==> src/rtl/uart_fifo_core.sv <==
`default_nettype none
// ============================================================================
// Module      : uart_fifo_core
// Description : Full-duplex UART with 16x-oversampled RX, RX FIFO and
//               ready/valid handshakes. Optional parity via UART_PARITY_EN.
// Revision    : 1.0 - initial release
// ============================================================================
module uart_fifo_core #(
    parameter int CLK_DIV    = 27,
    parameter int OVERSAMPLE = 16,
    parameter int DATA_BITS  = 8,
    parameter int STOP_BITS  = 1,
    parameter int FIFO_DEPTH = 16,
    parameter int PARITY_ODD = 0
) (
    input  logic                          clk,
    input  logic                          rst,
    input  logic                          rx,
    output logic                          tx,
    input  logic                          tx_valid,
    input  logic [DATA_BITS-1:0]          tx_data,
    output logic                          tx_ready,
    output logic                          rx_valid,
    output logic [DATA_BITS-1:0]          rx_data,
    input  logic                          rx_ready,
    output logic [$clog2(FIFO_DEPTH):0]   rx_count,
    output logic                          frame_error,
    output logic                          parity_error,
    output logic                          rx_overrun
);

    localparam int DIV_W  = (CLK_DIV > 2) ? $clog2(CLK_DIV) : 1;
    localparam int TICK_W = $clog2(OVERSAMPLE);
    localparam int BIT_W  = $clog2(DATA_BITS);
    localparam int ADDR_W = $clog2(FIFO_DEPTH);
    localparam logic [DIV_W-1:0]  DIV_LAST  = DIV_W'(CLK_DIV - 1);
    localparam logic [TICK_W-1:0] TICK_LAST = TICK_W'(OVERSAMPLE - 1);
    localparam logic [TICK_W-1:0] TICK_MID  = TICK_W'(OVERSAMPLE / 2 - 1);
    localparam logic [BIT_W-1:0]  BIT_LAST  = BIT_W'(DATA_BITS - 1);
    localparam logic [ADDR_W:0]   FULL_CNT  = (ADDR_W + 1)'(FIFO_DEPTH);
    localparam logic              STOP_LAST = (STOP_BITS == 2);
`ifdef UART_PARITY_EN
    localparam logic              PAR_ODD   = (PARITY_ODD != 0);
`endif

    generate
        if (CLK_DIV < 2 || OVERSAMPLE < 8 || OVERSAMPLE > 16 || (OVERSAMPLE % 2) != 0 ||
            DATA_BITS < 5 || DATA_BITS > 8 || STOP_BITS < 1 || STOP_BITS > 2 ||
            FIFO_DEPTH < 2 || FIFO_DEPTH > 64 || (FIFO_DEPTH & (FIFO_DEPTH - 1)) != 0 ||
            PARITY_ODD < 0 || PARITY_ODD > 1) begin : g_bad_params
            $error("uart_fifo_core: illegal parameter value");
        end
    endgenerate

    typedef enum logic [2:0] {
        RX_IDLE, RX_START, RX_DATA, RX_PARITY, RX_STOP, RX_WAIT_IDLE
    } rx_state_t;
    typedef enum logic [2:0] {
        TX_IDLE, TX_START, TX_DATA, TX_PARITY, TX_STOP
    } tx_state_t;

    // ---------------------------------------------------------------- receiver
    logic                 rx_meta, rx_sync;
    rx_state_t            rx_state, rx_state_nx;
    logic [DIV_W-1:0]     rx_div;
    logic [TICK_W-1:0]    rx_tcnt;
    logic [BIT_W-1:0]     rx_bcnt;
    logic [DATA_BITS-1:0] rx_shift;
    logic                 rx_tick, rx_sample;
    logic                 rx_push, rx_stop_bad, rx_par_flag;
`ifdef UART_PARITY_EN
    logic                 rx_par_bad;
`endif

    always_ff @(posedge clk) begin
        if (rst) begin
            rx_meta <= 1'b1;
            rx_sync <= 1'b1;
        end else begin
            rx_meta <= rx;
            rx_sync <= rx_meta;
        end
    end

    assign rx_tick   = (rx_div == DIV_LAST);
    assign rx_sample = rx_tick && (rx_tcnt == ((rx_state == RX_START) ? TICK_MID : TICK_LAST));

    always_comb begin
        rx_state_nx = rx_state;
        rx_push     = 1'b0;
        rx_stop_bad = 1'b0;
        rx_par_flag = 1'b0;
        case (rx_state)
            RX_IDLE:      if (!rx_sync) rx_state_nx = RX_START;
            RX_START:     if (rx_sample) rx_state_nx = rx_sync ? RX_IDLE : RX_DATA;
            RX_DATA: begin
                if (rx_sample && rx_bcnt == BIT_LAST) begin
`ifdef UART_PARITY_EN
                    rx_state_nx = RX_PARITY;
`else
                    rx_state_nx = RX_STOP;
`endif
                end
            end
`ifdef UART_PARITY_EN
            RX_PARITY:    if (rx_sample) rx_state_nx = RX_STOP;
`endif
            RX_STOP: begin
                if (rx_sample) begin
                    rx_stop_bad = !rx_sync;
`ifdef UART_PARITY_EN
                    rx_par_flag = rx_par_bad;
                    rx_push     = rx_sync && !rx_par_bad;
`else
                    rx_push     = rx_sync;
`endif
                    rx_state_nx = rx_sync ? RX_IDLE : RX_WAIT_IDLE;
                end
            end
            RX_WAIT_IDLE: if (rx_sync) rx_state_nx = RX_IDLE;
            default:      rx_state_nx = RX_IDLE;
        endcase
    end

    always_ff @(posedge clk) begin
        if (rst) rx_state <= RX_IDLE;
        else     rx_state <= rx_state_nx;
    end

    // Counters are held at zero in IDLE so each start edge re-phases sampling.
    always_ff @(posedge clk) begin
        if (rst) begin
            rx_div   <= '0;
            rx_tcnt  <= '0;
            rx_bcnt  <= '0;
            rx_shift <= '0;
        end else if (rx_state == RX_IDLE) begin
            rx_div  <= '0;
            rx_tcnt <= '0;
            rx_bcnt <= '0;
        end else begin
            rx_div <= rx_tick ? '0 : rx_div + 1'b1;
            if (rx_tick) rx_tcnt <= rx_sample ? '0 : rx_tcnt + 1'b1;
            if (rx_sample && rx_state == RX_DATA) begin
                rx_shift <= {rx_sync, rx_shift[DATA_BITS-1:1]};
                rx_bcnt  <= rx_bcnt + 1'b1;
            end
        end
    end

`ifdef UART_PARITY_EN
    always_ff @(posedge clk) begin
        if (rst || rx_state == RX_IDLE)
            rx_par_bad <= 1'b0;
        else if (rx_sample && rx_state == RX_PARITY)
            rx_par_bad <= rx_sync ^ (^rx_shift) ^ PAR_ODD;
    end
    always_ff @(posedge clk) begin
        if (rst) parity_error <= 1'b0;
        else     parity_error <= rx_par_flag;
    end
`else
    assign parity_error = 1'b0;
`endif

    // -------------------------------------------------------------------- FIFO
    logic [DATA_BITS-1:0] fifo_mem [FIFO_DEPTH];
    logic [ADDR_W-1:0]    wr_ptr, rd_ptr;
    logic                 fifo_full, fifo_pop, fifo_wr, fifo_drop;

    assign rx_valid  = (rx_count != '0);
    assign rx_data   = fifo_mem[rd_ptr];
    assign fifo_full = (rx_count == FULL_CNT);
    assign fifo_pop  = rx_valid && rx_ready;
    assign fifo_wr   = rx_push && (!fifo_full || fifo_pop);
    assign fifo_drop = rx_push && fifo_full && !fifo_pop;

    always_ff @(posedge clk) begin
        if (fifo_wr) fifo_mem[wr_ptr] <= rx_shift;
    end

    always_ff @(posedge clk) begin
        if (rst) begin
            wr_ptr   <= '0;
            rd_ptr   <= '0;
            rx_count <= '0;
        end else begin
            if (fifo_wr)  wr_ptr <= wr_ptr + 1'b1;
            if (fifo_pop) rd_ptr <= rd_ptr + 1'b1;
            case ({fifo_wr, fifo_pop})
                2'b10:   rx_count <= rx_count + 1'b1;
                2'b01:   rx_count <= rx_count - 1'b1;
                default: rx_count <= rx_count;
            endcase
        end
    end

    always_ff @(posedge clk) begin
        if (rst) begin
            frame_error <= 1'b0;
            rx_overrun  <= 1'b0;
        end else begin
            frame_error <= rx_stop_bad;
            rx_overrun  <= fifo_drop;
        end
    end

    // ------------------------------------------------------------- transmitter
    tx_state_t            tx_state, tx_state_nx;
    logic [DIV_W-1:0]     tx_div;
    logic [TICK_W-1:0]    tx_tcnt;
    logic [BIT_W-1:0]     tx_bcnt;
    logic                 tx_scnt;
    logic [DATA_BITS-1:0] tx_shift;
    logic                 tx_tick, tx_bit_end, tx_accept;
`ifdef UART_PARITY_EN
    logic                 tx_par;
`endif

    assign tx_ready   = (tx_state == TX_IDLE);
    assign tx_accept  = tx_valid && tx_ready;
    assign tx_tick    = (tx_div == DIV_LAST);
    assign tx_bit_end = tx_tick && (tx_tcnt == TICK_LAST);

    always_comb begin
        tx_state_nx = tx_state;
        case (tx_state)
            TX_IDLE:   if (tx_valid) tx_state_nx = TX_START;
            TX_START:  if (tx_bit_end) tx_state_nx = TX_DATA;
            TX_DATA: begin
                if (tx_bit_end && tx_bcnt == BIT_LAST) begin
`ifdef UART_PARITY_EN
                    tx_state_nx = TX_PARITY;
`else
                    tx_state_nx = TX_STOP;
`endif
                end
            end
`ifdef UART_PARITY_EN
            TX_PARITY: if (tx_bit_end) tx_state_nx = TX_STOP;
`endif
            TX_STOP:   if (tx_bit_end && tx_scnt == STOP_LAST) tx_state_nx = TX_IDLE;
            default:   tx_state_nx = TX_IDLE;
        endcase
    end

    always_ff @(posedge clk) begin
        if (rst) tx_state <= TX_IDLE;
        else     tx_state <= tx_state_nx;
    end

    // tx is registered and updated at the same edge the FSM changes bit.
    always_ff @(posedge clk) begin
        if (rst) begin
            tx       <= 1'b1;
            tx_div   <= '0;
            tx_tcnt  <= '0;
            tx_bcnt  <= '0;
            tx_scnt  <= 1'b0;
            tx_shift <= '0;
        end else if (tx_state == TX_IDLE) begin
            tx_div  <= '0;
            tx_tcnt <= '0;
            tx_bcnt <= '0;
            tx_scnt <= 1'b0;
            if (tx_accept) begin
                tx_shift <= tx_data;
                tx       <= 1'b0;
            end
        end else begin
            tx_div <= tx_tick ? '0 : tx_div + 1'b1;
            if (tx_tick) tx_tcnt <= tx_bit_end ? '0 : tx_tcnt + 1'b1;
            if (tx_bit_end) begin
                case (tx_state)
                    TX_START: tx <= tx_shift[0];
                    TX_DATA: begin
                        tx_shift <= tx_shift >> 1;
                        tx_bcnt  <= tx_bcnt + 1'b1;
                        if (tx_bcnt == BIT_LAST) begin
`ifdef UART_PARITY_EN
                            tx <= tx_par;
`else
                            tx <= 1'b1;
`endif
                        end else begin
                            tx <= tx_shift[1];
                        end
                    end
                    TX_STOP: begin
                        tx_scnt <= tx_scnt + 1'b1;
                        tx      <= 1'b1;
                    end
                    default: tx <= 1'b1;
                endcase
            end
        end
    end

`ifdef UART_PARITY_EN
    always_ff @(posedge clk) begin
        if (rst)            tx_par <= 1'b0;
        else if (tx_accept) tx_par <= (^tx_data) ^ PAR_ODD;
    end
`endif

endmodule
`default_nettype wire
==> config.mk <==
export PLATFORM = sky130hd
export DESIGN_NAME = uart_fifo_core
export DESIGN_NICKNAME = d
export VERILOG_FILES = /design/src/rtl/uart_fifo_core.sv
export SDC_FILE = /design/constraint.sdc
export NUM_CORES = 1
export LEC_CHECK = 0
export ABC_CLOCK_PERIOD_IN_PS = 3800
export BUFFER_PORTS_ARGS = -buffer_cell sky130_fd_sc_hd__buf_2
export CORE_MARGIN = 8
export CORE_UTILIZATION = 35
export DETAILED_ROUTE_END_ITERATION = 8
export MAX_ROUTING_LAYER = met4
export SYNTH_ARGS = -nofsm -noshare
export SYNTH_HDL_FRONTEND = slang
export SYNTH_SLANG_ARGS = --single-unit
==> constraint.sdc <==
create_clock -name clk -period 3.8 [get_ports clk]
set_clock_uncertainty 0.2 [all_clocks]
set_input_delay 0.76 -clock clk [delete_from_list [all_inputs] [get_ports clk]]
set_output_delay 0.76 -clock clk [all_outputs]
set_load 0.01 [all_outputs]
==> flow_summary.toml <==
[outcome]
status = "complete, no violations"

[critical_path]
cp_data_arrival_time_ns = 2.42
startpoint_type = "flip-flop"
crit_required_ns = 2.84
worst_r2r_path_depth = 11
cp_max_fo = 27
crit_type = "reg -> out"
cp-end-kind = "primary output"

[global_route]
grt_overflow = 0
grt_pass1_vias = 4663
grt_pass1_wl_um = 26100
grt_usage_pct = 12.3
grt_max_degree = 55
antenna_found_initial = 0

[detailed_routing]
vias = 4712
ant_nets = 0
vias_per_cell = 5.24
drt_iter0_markers = 311
drc_errors = 0
wire_per_inst_um = 18.5
wirelength_um = 16600
firstDrtPassIters = 5

[timing]
fin_crit_ns = 3.38
max_freq_mhz = 296
final.setup.worst_slack_ns = 0.418
worst_pin_slew_ns = 1.01
tns_ns = 0
slew_violations = 0
timing.final.crit_share_pct = 89.0
rsz0062_at_grt = "no"
hold_violations = 0
finalSetupViolCount = 0
relSlewSlack_pct = 32.8

[floorplan]
io-pin-count = 32
start_util_pct = 35.7
fp-row-count = 55
die-area_um2 = 28300
die_height_um = 168
core-area_um2 = 22700
die_x_um = 168

[layout]
fin_util_pct = 40.6
syn2layout_area_growth_pct = 13.8
nets = 631
drive_gt1_share_pct = 22.5
num_antenna_cells = 0
layout.cells.non_filler = 899
n_fill_cell = 2052

[power]
cellPowerDensity_nw_per_um2 = 446
p_leak_nw = 3.18
totalPowerFinal_mw = 4.11
ir_worst_vdd_mv = 0.220

[synth]
synth_top_cell_area_share_pct = 47.4
yosys_register_bits = 197
synth_flop_cell = "edfxtp_1"
ys_top_cells_by_count = "128 x edfxtp_1, 69 x dfxtp_1, 49 x nor2_1"
yosysWarnings = 0
synthDistinctLibCells = 55
async_flop_share_pct = 0
netlist_area_um2 = 8110
ys_top_cells_by_area = "edfxtp_1 47%, dfxtp_1 17%, mux4_2 11%"
synth_edf_count = 128
syn_inst = 564
synth_fp_nets = 594
yosysMostFrequentCell = "edfxtp_1"
synth_top_area_cell = "edfxtp_1"
seq_area_frac_synth_pct = 64.5
syn_avg_cell_area_um2 = 14.4

[flow_run]
max-cap-violations = 0

[cts]
htree_levels = 4
clkLatencyLatePin_ns = 0.43
cts_hold_buf = 0
cts_tree = "built"
clock_path_buffers = 2
cts_setup_buffers = 0
cts_resized = 0
cts_made_buffers = 17
clkTransAtPathRegs_ns = 0.08
clock_sinks = 197
clock-root-buffer = "clkbuf_16"

[place]
place_ws_ns = 0.733
dp_hpwl_um = 10700
gp_congestion = 0.786
dp.cells = 867
io_buffers = 30

[min_path]
min_path_cells = 1
hold_class = "reg -> reg"
## flip-flops by register name, indices dropped and copies added, names as in the netlist, named ones only
register     flops
rx_count         5
rx_shift         8
rx_sync          1
rx_div           5
rx_bcnt          3
tx_scnt          1
tx_div           5
tx_bcnt          3
fifo_mem       128
rx_state         3
tx_tcnt          4
frame_error      1
rd_ptr           4
tx_shift         8
rx_tcnt          4
rx_overrun       1
rx_meta          1
tx               1
tx_state         3
wr_ptr           4
## cells by family (layout without fill, tap and decap cells)
family	count (synthesis)	in the layout	share of synthesized area (%)
other cells	1	1	0.0463
mux	54	54	12.9
xor+xnor	20	20	2.16
flops	197	197	64.5
buf+inv	40	90	2.21
fa+ha+maj	17	17	2.62
compound gates	61	61	4.58
simple gates	174	174	11.0
## through the flow
stage	cell area (µm²)	hold WS, ns
3_5_place_dp	8630	0.198
3_3_place_gp	8630	0.192
2_1_floorplan	8110	0.189
5_1_grt	9220	0.231
4_1_cts	9220	0.217
6_report	9220	0.214
## worst max-delay path: stages (launching register included)
cell,delay (ns)
dfxtp_2,0.47
buf_12,0.28
mux4_2,0.54
mux4_2,0.51
buf_2,0.17
## layout by cell type, fill, tap and decap left out, types with 3 or more instances in the layout
master and instances:
a211oi_1 9, a31oi_1 4, nor2_1 49, buf_4 19
nor3_1 14, nand2b_1 5, clkinv_4 3, mux2i_1 10
xor2_1 13, o21a_1 3, or3_1 4, or2_2 4
and3_1 4, nand4_1 4, mux4_2 40, ha_1 17
buf_2 30, clkbuf_16 17, xnor2_1 7, nor2b_1 4
edfxtp_1 128, nand3_1 11, o21ai_0 12, dfxtp_1 68
nand2_1 48, inv_8 5, nor4_1 5, inv_1 8
a21oi_1 23, and2_1 6
## layout make-up
type	instances	area, µm²	share of cell area, %
flip-flops and latches	197	5230	56.7
multi-input cells	327	2700	29.3
clock buffers	18	429	4.65
well taps	285	357	3.87
repair buffers	50	313	3.39
clock inverters	14	165	1.79
inverters	8	30.0	0.326
## final timing paths
check | startpoint | to | slack (ns)
worst max-delay path | flip-flop | rx_data[5] | 0.42
worst min-delay path | rx_meta | rx_sync | 0.21
worst max register to register | rx_div[0] | rx_count[4] | 0.65
worst min register to register | rx_meta | rx_sync | 0.21
## power by group
| group | switching, mW | internal (mW) | total [mW] |
|---|---|---|---|
| Sequential | 0.00950 | 2.26 | 2.27 |
| Clock | 0.887 | 0.897 | 1.78 |
| Combinational | 0.0361 | 0.0236 | 0.0597 |
## layer usage
| metal | global-route usage [%] | up-vias | share of wire [%] |
|---|---|---|---|
| li1 | - | 2194 | - |
| met1 | 15.8 | 2375 | 46 |
| met2 | 19.2 | 131 | 48 |
| met3 | 2.85 | 12 | 5.2 |
| met4 | 3.42 | 0 | 0.91 |
| met5 | - | - | 0 |
Power figures use the tool's default switching activity.
